## config.mk

```make
export PLATFORM = sky130hd
export DESIGN_NAME = regfile_wb_arbiter
export DESIGN_NICKNAME = d
export VERILOG_FILES = /design/src/rtl/regfile_wb_arbiter_pkg.sv /design/src/rtl/wb_fifo.sv /design/src/rtl/regfile_wb_arbiter.sv
export SDC_FILE = /design/constraint.sdc
export NUM_CORES = 1
export LEC_CHECK = 0
export ABC_AREA = 1
export ABC_CLOCK_PERIOD_IN_PS = 7700
export CORE_AREA = 5 5 128 130
export CTS_CLUSTER_DIAMETER = 50
export CTS_CLUSTER_SIZE = 25
export DETAILED_ROUTE_END_ITERATION = 10
export DIE_AREA = 0 0 133 135
export DONT_BUFFER_PORTS = 1
export GPL_TIMING_DRIVEN = 0
export PLACE_DENSITY = 0.78
export SLEW_MARGIN = 25
export SYNTH_ARGS = -nofsm -noshare
export SYNTH_HDL_FRONTEND = slang
export SYNTH_SLANG_ARGS = --single-unit
```

## constraint.sdc

```tcl
create_clock -name clk -period 7.7 [get_ports clk]
set_input_delay 0.77 -clock clk [delete_from_list [all_inputs] [get_ports clk]]
set_output_delay 0.77 -clock clk [all_outputs]
set_load 0.03 [all_outputs]
```

## src/rtl/regfile_wb_arbiter_pkg.sv

```systemverilog
// rtl/regfile_wb_arbiter_pkg.sv - shared widths, stamp type and age compare for the write-back arbiter
package regfile_wb_arbiter_pkg;

    localparam int DATA_W_DEF = 32;
    localparam int ADDR_W_DEF = 5;
    localparam int STAMP_W    = 3;

    typedef logic [STAMP_W-1:0] stamp_t;

    typedef enum logic [1:0] {
        GNT_NONE = 2'd0,
        GNT_ALU  = 2'd1,
        GNT_MEM  = 2'd2
    } grant_e;

    // At most four entries are ever in flight, so a forward distance of 1..4 means a was stamped first.
    function automatic logic stamp_older(input stamp_t a, input stamp_t b);
        stamp_t diff;
        diff = b - a;
        return (diff >= 3'd1) && (diff <= 3'd4);
    endfunction

endpackage

```

## src/rtl/wb_fifo.sv

```systemverilog
// rtl/wb_fifo.sv - per-requester write queue holding addr, data and acceptance stamp
module wb_fifo
    import regfile_wb_arbiter_pkg::*;
#(
    parameter int DATA_W = DATA_W_DEF,
    parameter int ADDR_W = ADDR_W_DEF,
    parameter int DEPTH  = 2
) (
    input  logic                  clk,
    input  logic                  rst_n,
    input  logic                  flush,
    input  logic                  push,
    input  logic [ADDR_W-1:0]     push_addr,
    input  logic [DATA_W-1:0]     push_data,
    input  stamp_t                push_stamp,
    input  logic                  pop,
    output logic                  ready,
    output logic                  empty,
    output logic [ADDR_W-1:0]     head_addr,
    output logic [DATA_W-1:0]     head_data,
    output stamp_t                head_stamp,
    output logic [2**ADDR_W-1:0]  pending
);

    localparam int PTR_W = (DEPTH > 1) ? $clog2(DEPTH) : 1;

    logic [ADDR_W-1:0] r_addr  [DEPTH];
    logic [DATA_W-1:0] r_data  [DEPTH];
    stamp_t            r_stamp [DEPTH];
    logic [DEPTH-1:0]  r_vld;
    logic [PTR_W-1:0]  r_wr_ptr;
    logic [PTR_W-1:0]  r_rd_ptr;

    logic [PTR_W-1:0]  w_wr_next;
    logic [PTR_W-1:0]  w_rd_next;

    assign w_wr_next = (r_wr_ptr == PTR_W'(DEPTH-1)) ? '0 : r_wr_ptr + 1'b1;
    assign w_rd_next = (r_rd_ptr == PTR_W'(DEPTH-1)) ? '0 : r_rd_ptr + 1'b1;

    assign ready      = ~&r_vld;
    assign empty      = ~|r_vld;
    assign head_addr  = r_addr[r_rd_ptr];
    assign head_data  = r_data[r_rd_ptr];
    assign head_stamp = r_stamp[r_rd_ptr];

    always_ff @(posedge clk or negedge rst_n) begin
        if (!rst_n) begin
            r_vld    <= '0;
            r_wr_ptr <= '0;
            r_rd_ptr <= '0;
        end else if (flush) begin
            r_vld    <= '0;
            r_wr_ptr <= '0;
            r_rd_ptr <= '0;
        end else begin
            if (push) begin
                r_vld[r_wr_ptr] <= 1'b1;
                r_wr_ptr        <= w_wr_next;
            end
            if (pop) begin
                r_vld[r_rd_ptr] <= 1'b0;
                r_rd_ptr        <= w_rd_next;
            end
        end
    end

    // Payload needs no reset: only slots flagged in r_vld are ever observed.
    always_ff @(posedge clk) begin
        if (push && !flush) begin
            r_addr[r_wr_ptr]  <= push_addr;
            r_data[r_wr_ptr]  <= push_data;
            r_stamp[r_wr_ptr] <= push_stamp;
        end
    end

    always_comb begin
        pending = '0;
        for (int i = 0; i < DEPTH; i++) begin
            if (r_vld[i] && (r_addr[i] != '0)) begin
                pending[r_addr[i]] = 1'b1;
            end
        end
    end

endmodule

```

## src/rtl/regfile_wb_arbiter.sv

```systemverilog
// rtl/regfile_wb_arbiter.sv - two-requester register-file write-back arbiter retiring in acceptance order
module regfile_wb_arbiter
    import regfile_wb_arbiter_pkg::*;
#(
    parameter int DATA_W = DATA_W_DEF,
    parameter int ADDR_W = ADDR_W_DEF,
    parameter int DEPTH  = 2
) (
    input  logic                  clk,
    input  logic                  rst_n,
    input  logic                  flush,
    input  logic                  alu_valid,
    output logic                  alu_ready,
    input  logic [ADDR_W-1:0]     alu_addr,
    input  logic [DATA_W-1:0]     alu_data,
    input  logic                  mem_valid,
    output logic                  mem_ready,
    input  logic [ADDR_W-1:0]     mem_addr,
    input  logic [DATA_W-1:0]     mem_data,
    output logic                  RegWrite,
    output logic [ADDR_W-1:0]     writeReg,
    output logic [DATA_W-1:0]     writeData,
    output logic [2**ADDR_W-1:0]  pending
);

    stamp_t                r_stamp;
    logic                  r_reg_write;
    logic [ADDR_W-1:0]     r_write_reg;
    logic [DATA_W-1:0]     r_write_data;

    logic                  w_alu_push;
    logic                  w_mem_push;
    stamp_t                w_mem_stamp;
    grant_e                w_grant;
    logic                  w_alu_empty;
    logic                  w_mem_empty;
    logic [ADDR_W-1:0]     w_alu_head_addr;
    logic [ADDR_W-1:0]     w_mem_head_addr;
    logic [DATA_W-1:0]     w_alu_head_data;
    logic [DATA_W-1:0]     w_mem_head_data;
    stamp_t                w_alu_head_stamp;
    stamp_t                w_mem_head_stamp;
    logic [2**ADDR_W-1:0]  w_alu_pending;
    logic [2**ADDR_W-1:0]  w_mem_pending;

    assign w_alu_push  = alu_valid && alu_ready && !flush;
    assign w_mem_push  = mem_valid && mem_ready && !flush;
    // ALU takes the lower stamp when both land on the same edge.
    assign w_mem_stamp = r_stamp + stamp_t'(w_alu_push);

    wb_fifo #(.DATA_W(DATA_W), .ADDR_W(ADDR_W), .DEPTH(DEPTH)) u_alu_fifo (
        .clk        (clk),
        .rst_n      (rst_n),
        .flush      (flush),
        .push       (w_alu_push),
        .push_addr  (alu_addr),
        .push_data  (alu_data),
        .push_stamp (r_stamp),
        .pop        (w_grant == GNT_ALU),
        .ready      (alu_ready),
        .empty      (w_alu_empty),
        .head_addr  (w_alu_head_addr),
        .head_data  (w_alu_head_data),
        .head_stamp (w_alu_head_stamp),
        .pending    (w_alu_pending)
    );

    wb_fifo #(.DATA_W(DATA_W), .ADDR_W(ADDR_W), .DEPTH(DEPTH)) u_mem_fifo (
        .clk        (clk),
        .rst_n      (rst_n),
        .flush      (flush),
        .push       (w_mem_push),
        .push_addr  (mem_addr),
        .push_data  (mem_data),
        .push_stamp (w_mem_stamp),
        .pop        (w_grant == GNT_MEM),
        .ready      (mem_ready),
        .empty      (w_mem_empty),
        .head_addr  (w_mem_head_addr),
        .head_data  (w_mem_head_data),
        .head_stamp (w_mem_head_stamp),
        .pending    (w_mem_pending)
    );

    always_comb begin
        w_grant = GNT_NONE;
        if (!w_alu_empty && (w_mem_empty || stamp_older(w_alu_head_stamp, w_mem_head_stamp))) begin
            w_grant = GNT_ALU;
        end else if (!w_mem_empty) begin
            w_grant = GNT_MEM;
        end
    end

    always_ff @(posedge clk or negedge rst_n) begin
        if (!rst_n) begin
            r_stamp <= '0;
        end else if (flush) begin
            r_stamp <= '0;
        end else begin
            r_stamp <= r_stamp + stamp_t'(w_alu_push) + stamp_t'(w_mem_push);
        end
    end

    // Register 0 is hardwired, so its slot pops without a strobe.
    always_ff @(posedge clk or negedge rst_n) begin
        if (!rst_n) begin
            r_reg_write  <= 1'b0;
            r_write_reg  <= '0;
            r_write_data <= '0;
        end else if (flush) begin
            r_reg_write  <= 1'b0;
        end else begin
            case (w_grant)
                GNT_ALU: begin
                    r_reg_write  <= (w_alu_head_addr != '0);
                    r_write_reg  <= w_alu_head_addr;
                    r_write_data <= w_alu_head_data;
                end
                GNT_MEM: begin
                    r_reg_write  <= (w_mem_head_addr != '0);
                    r_write_reg  <= w_mem_head_addr;
                    r_write_data <= w_mem_head_data;
                end
                default: begin
                    r_reg_write  <= 1'b0;
                end
            endcase
        end
    end

    assign RegWrite  = r_reg_write;
    assign writeReg  = r_write_reg;
    assign writeData = r_write_data;
    assign pending   = w_alu_pending | w_mem_pending;

endmodule

```

==> flow_summary_export.csv <==
group,metric,value,unit
sta,max_freq,0.2839,GHz
clock_tree,cts-root-buf,"clkbuf_16",
finish,nFillCells,1078,
power,seq_power_share,0.513,
finish,drive_above_1_share,0.06861,
route,vias,7414,
sta,rsz0062_at_grt,"false",
clock_tree,clk_latency,0.52,ns
job,cap_violations,0,
floorplanning,die_w,133,µm
clock_tree,htreeDepth,1,
synthesis,avgSynthCellArea,9.396,µm²
floorplanning,start_util,0.6381,
route,antenna_left,0,
finish,antennaDiodeCount,0,
finish,areaGrowthSynthToFinish,12.27,%
clock_tree,cts_tree,"done",
sta,tns,0,ns
status,status,"complete, no violations",
sta,fin_hold_ws,0.1051,ns
clock_tree,path_clk_slew,0.08,ns
route,drtIter0Drc,773,
sta,slew_headroom,0.3278,
grt,gr-total-overflow,0,
floorplanning,dieArea,17960,µm²
grt,globalRouteTotalUtil,0.2799,
sta,skew,0.03954,ns
floorplanning,num_rows,45,
sta,fin_crit,3.522,ns
setup_path,critPathMaxStageDelay,0.82,ns
placement,pre_cts_ws,4.423,ns
synthesis,ys_seq_area_frac,0.6287,
sta,worstMarginPinSlew,1.001,ns
grt,grt_pass1_wl,38700,µm
finish,multi_input_area,3119,µm²
synthesis,yosysWarnings,0,
hold_path,min_path_type,"in -> async",
setup_path,critical_path.startpoint,"u_mem_fifo.r_vld[1]$_DFF_PN0_",
finish,final_cells,1252,
synthesis,yosysUniqueCellTypes,32,
floorplanning,core,15030,µm²
floorplanning,die_y,135,µm
synthesis,ys_ff_latch,209,
clock_tree,postCtsSetupBuffers,0,
power,clkPwrFrac,0.319,
placement,gp_congestion,0.9461,
sta,fin_ws,4.178,ns
route,first_pass_iters,5,
route,drt-wirelength-per-cell,20.49,µm
setup_path,critPathKind,"reg -> out",
setup_path,reg2regPathDepth,17,
route,wl,25660,µm
placement,placed_cells,1215,
setup_path,cp_slowest_cell,"nor3_1",
route,drc,0,
setup_path,r2r_start,"u_mem_fifo.r_rd_ptr$_DFFE_PN0P_",
setup_path,setup.worst_path.end_class,"output port",
power,p_comb_frac,0.169,
sta,slew_viol_final,0,
setup_path,cp_max_fo,8,
setup_path,cp.arrival,2.75,ns
placement,dpl.hpwl,17950,µm
setup_path,cp.required,6.93,ns
clock_tree,clockBufferDepth,3,
setup_path,cp-endpoint,"pending[31]",
synthesis,mappedNetlistArea,9593,µm²
floorplanning,ios,151,
synthesis,syn_nets,1106,
finish,ff_latch_area,6031,µm²
setup_path,cp-start-kind,"flip-flop",
sta,finalCritPeriodShare,0.4574,
grt,grt_max_degree,50,
grt,antenna_found_initial,0,
power,p_total,3.249,mW
setup_path,crit_chain,"buf_2 -> inv_1 -> nor3_1 -> inv_1 -> o211ai_1",
clock_tree,cts_sinks,209,
setup_path,rrSetupSlack,4.36,ns
power,leakage,4.665,nW
route,routed_via_density,5.922,
setup_path,crit_path_frequent_cell,"inv_1",
power,p_per_area,301.6,nW/µm²
synthesis,synth_cells,1021,
power,p_int,2.073,mW
clock_tree,numCtsBuffers,20,
sta,setup_violations,0,
power,p_switching,1.175,mW
grt,grt_pass1_vias,7064,
power,peakVddDrop,241.5,µV
setup_path,r2r-end,"writeData[28]$_DFFE_PN0P_",
power,power.share.switching,0.3618,
finish,nNetsFinal,1135,
placement,port_buffers,0,
sta,finalHoldViolCount,0,
## worst min-delay path by stage
| stage | to | slack, ns |
|---|---|---|
| 2_1_floorplan | u_alu_fifo.r_stamp[0][0]$_DFFE_PP_ | 0.45 |
| 3_3_place_gp | u_alu_fifo.r_stamp[0][1]$_DFFE_PP_ | 0.45 |
| 3_5_place_dp | u_alu_fifo.r_stamp[1][1]$_DFFE_PP_ | 0.46 |
| 4_1_cts | writeData[0]$_DFFE_PN0P_ | 0.11 |
| 5_1_grt | writeData[1]$_DFFE_PN0P_ | 0.12 |
| 6_report | writeData[1]$_DFFE_PN0P_ | 0.11 |
## metrics by stage
stage,area [µm²],util
finish,10770,0.7164
global route,10770,0.7164
CTS,10770,0.7161
detailed placement,10020,0.6666
global placement,9828,0.6538
floorplan,9593,-
## timing repair
item,4_1_cts,5_1_grt
hold buffers,1,0
gates resized for setup,0,0
hold endpoints to repair,49,0
## power groups by stage
stage / Clock, mW / Sequential [mW] / Combinational (mW)
floorplan: 0 / 1.65 / 0.385
global placement: 0 / 1.69 / 0.503
detailed placement: 0 / 1.69 / 0.535
CTS: 1.04 / 1.67 / 0.545
global route: 1.09 / 1.68 / 0.619
finish: 1.04 / 1.67 / 0.548
## critical path, delay by kind of cell, from the launching register on
family                 cells  cell delay, ns
AO/OA/AOI/OAI              1            0.65
buffers and inverters      3            0.43
flip-flops                 1            0.33
AND/OR/NAND/NOR            1            0.82
## cells by family after synthesis
| group | after synthesis | share of synthesized area |
|---|---|---|
| AOI/OAI and AO/OA | 71 | 0.05061 |
| xor gates and xnor gates | 1 | 0.0009132 |
| adders and majority gates | 6 | 0.008608 |
| buffers and inverters | 116 | 0.05035 |
| DFF | 209 | 0.6287 |
| muxes | 2 | 0.002087 |
| other | 1 | 0.0003909 |
| and+or+nand+nor | 615 | 0.2584 |
## cells in the mapped netlist
cell type | instances | area [µm²]
nor2_1 | 23 | 86.33
nand2_1 | 475 | 1783
nor4_1 | 5 | 31.28
a32oi_1 | 1 | 8.760
xnor2_1 | 1 | 8.760
nand4_1 | 6 | 37.54
nand2_2 | 2 | 12.51
nand3_1 | 72 | 360.4
buf_6 | 3 | 33.78
o21ai_1 | 1 | 5.000
mux2i_1 | 2 | 20.02
edfxtp_1 | 160 | 4805
nand3b_1 | 1 | 7.510
o21ai_0 | 21 | 105.1
o221ai_1 | 2 | 17.52
inv_2 | 4 | 15.01
buf_1 | 3 | 11.26
ha_1 | 5 | 62.56
a221oi_1 | 2 | 17.52
buf_2 | 14 | 70.07
o2111ai_1 | 15 | 131.4
dfrtp_1 | 49 | 1226
buf_4 | 2 | 15.01
fa_1 | 1 | 20.02
a21oi_1 | 7 | 35.03
inv_1 | 71 | 266.5
conb_1 | 1 | 3.750
nor3_1 | 30 | 150.1
a22oi_1 | 10 | 75.07
clkbuf_1 | 19 | 71.32
nand3_2 | 1 | 10.01
o211ai_1 | 12 | 90.09
## layout by cell type (no fill, tap or decap), types with 7 or more instances in the layout
master,instances
nor2_1,19
edfxtp_1,160
clkbuf_16,20
nand2_1,475
nor3_1,28
o2111ai_1,15
o211ai_1,12
dfrtp_1,49
o21ai_0,21
a22oi_1,10
inv_1,71
a21oi_1,7
nand3_1,72
buf_2,14
clkbuf_1,20
## area by class of cell
class | instances | share of cell area
Buffer | 41 | 0.01870
Clock buffer | 21 | 0.04682
Clock inverter | 15 | 0.01975
Inverter | 75 | 0.02614
Multi-Input combinational cell | 696 | 0.2896
Sequential cell | 209 | 0.5599
Tap cell | 188 | 0.02184
Timing Repair Buffer | 7 | 0.01719
## metal layers
| layer | track usage | up-vias | share of wire |
|---|---|---|---|
| met2 | 0.4455 | 363 | 0.47 |
| met5 | 0 | - | 0 |
| met1 | 0.3823 | 3529 | 0.40 |
| li1 | - | 3471 | - |
| met3 | 0.07191 | 51 | 0.10 |
| met4 | 0.08949 | 0 | 0.027 |
## sequential cells by signal, indices dropped and copies added (netlist names), 2 cells and up
register and flops:
u_mem_fifo.r_data 64, u_alu_fifo.r_stamp 6, writeReg 5, u_mem_fifo.r_addr 10, u_mem_fifo.r_stamp 6, u_alu_fifo.r_data 64, r_stamp 3, u_alu_fifo.r_addr 10
writeData 32, u_alu_fifo.r_vld 2, u_mem_fifo.r_vld 2
(Power assumes the default switching activity.)
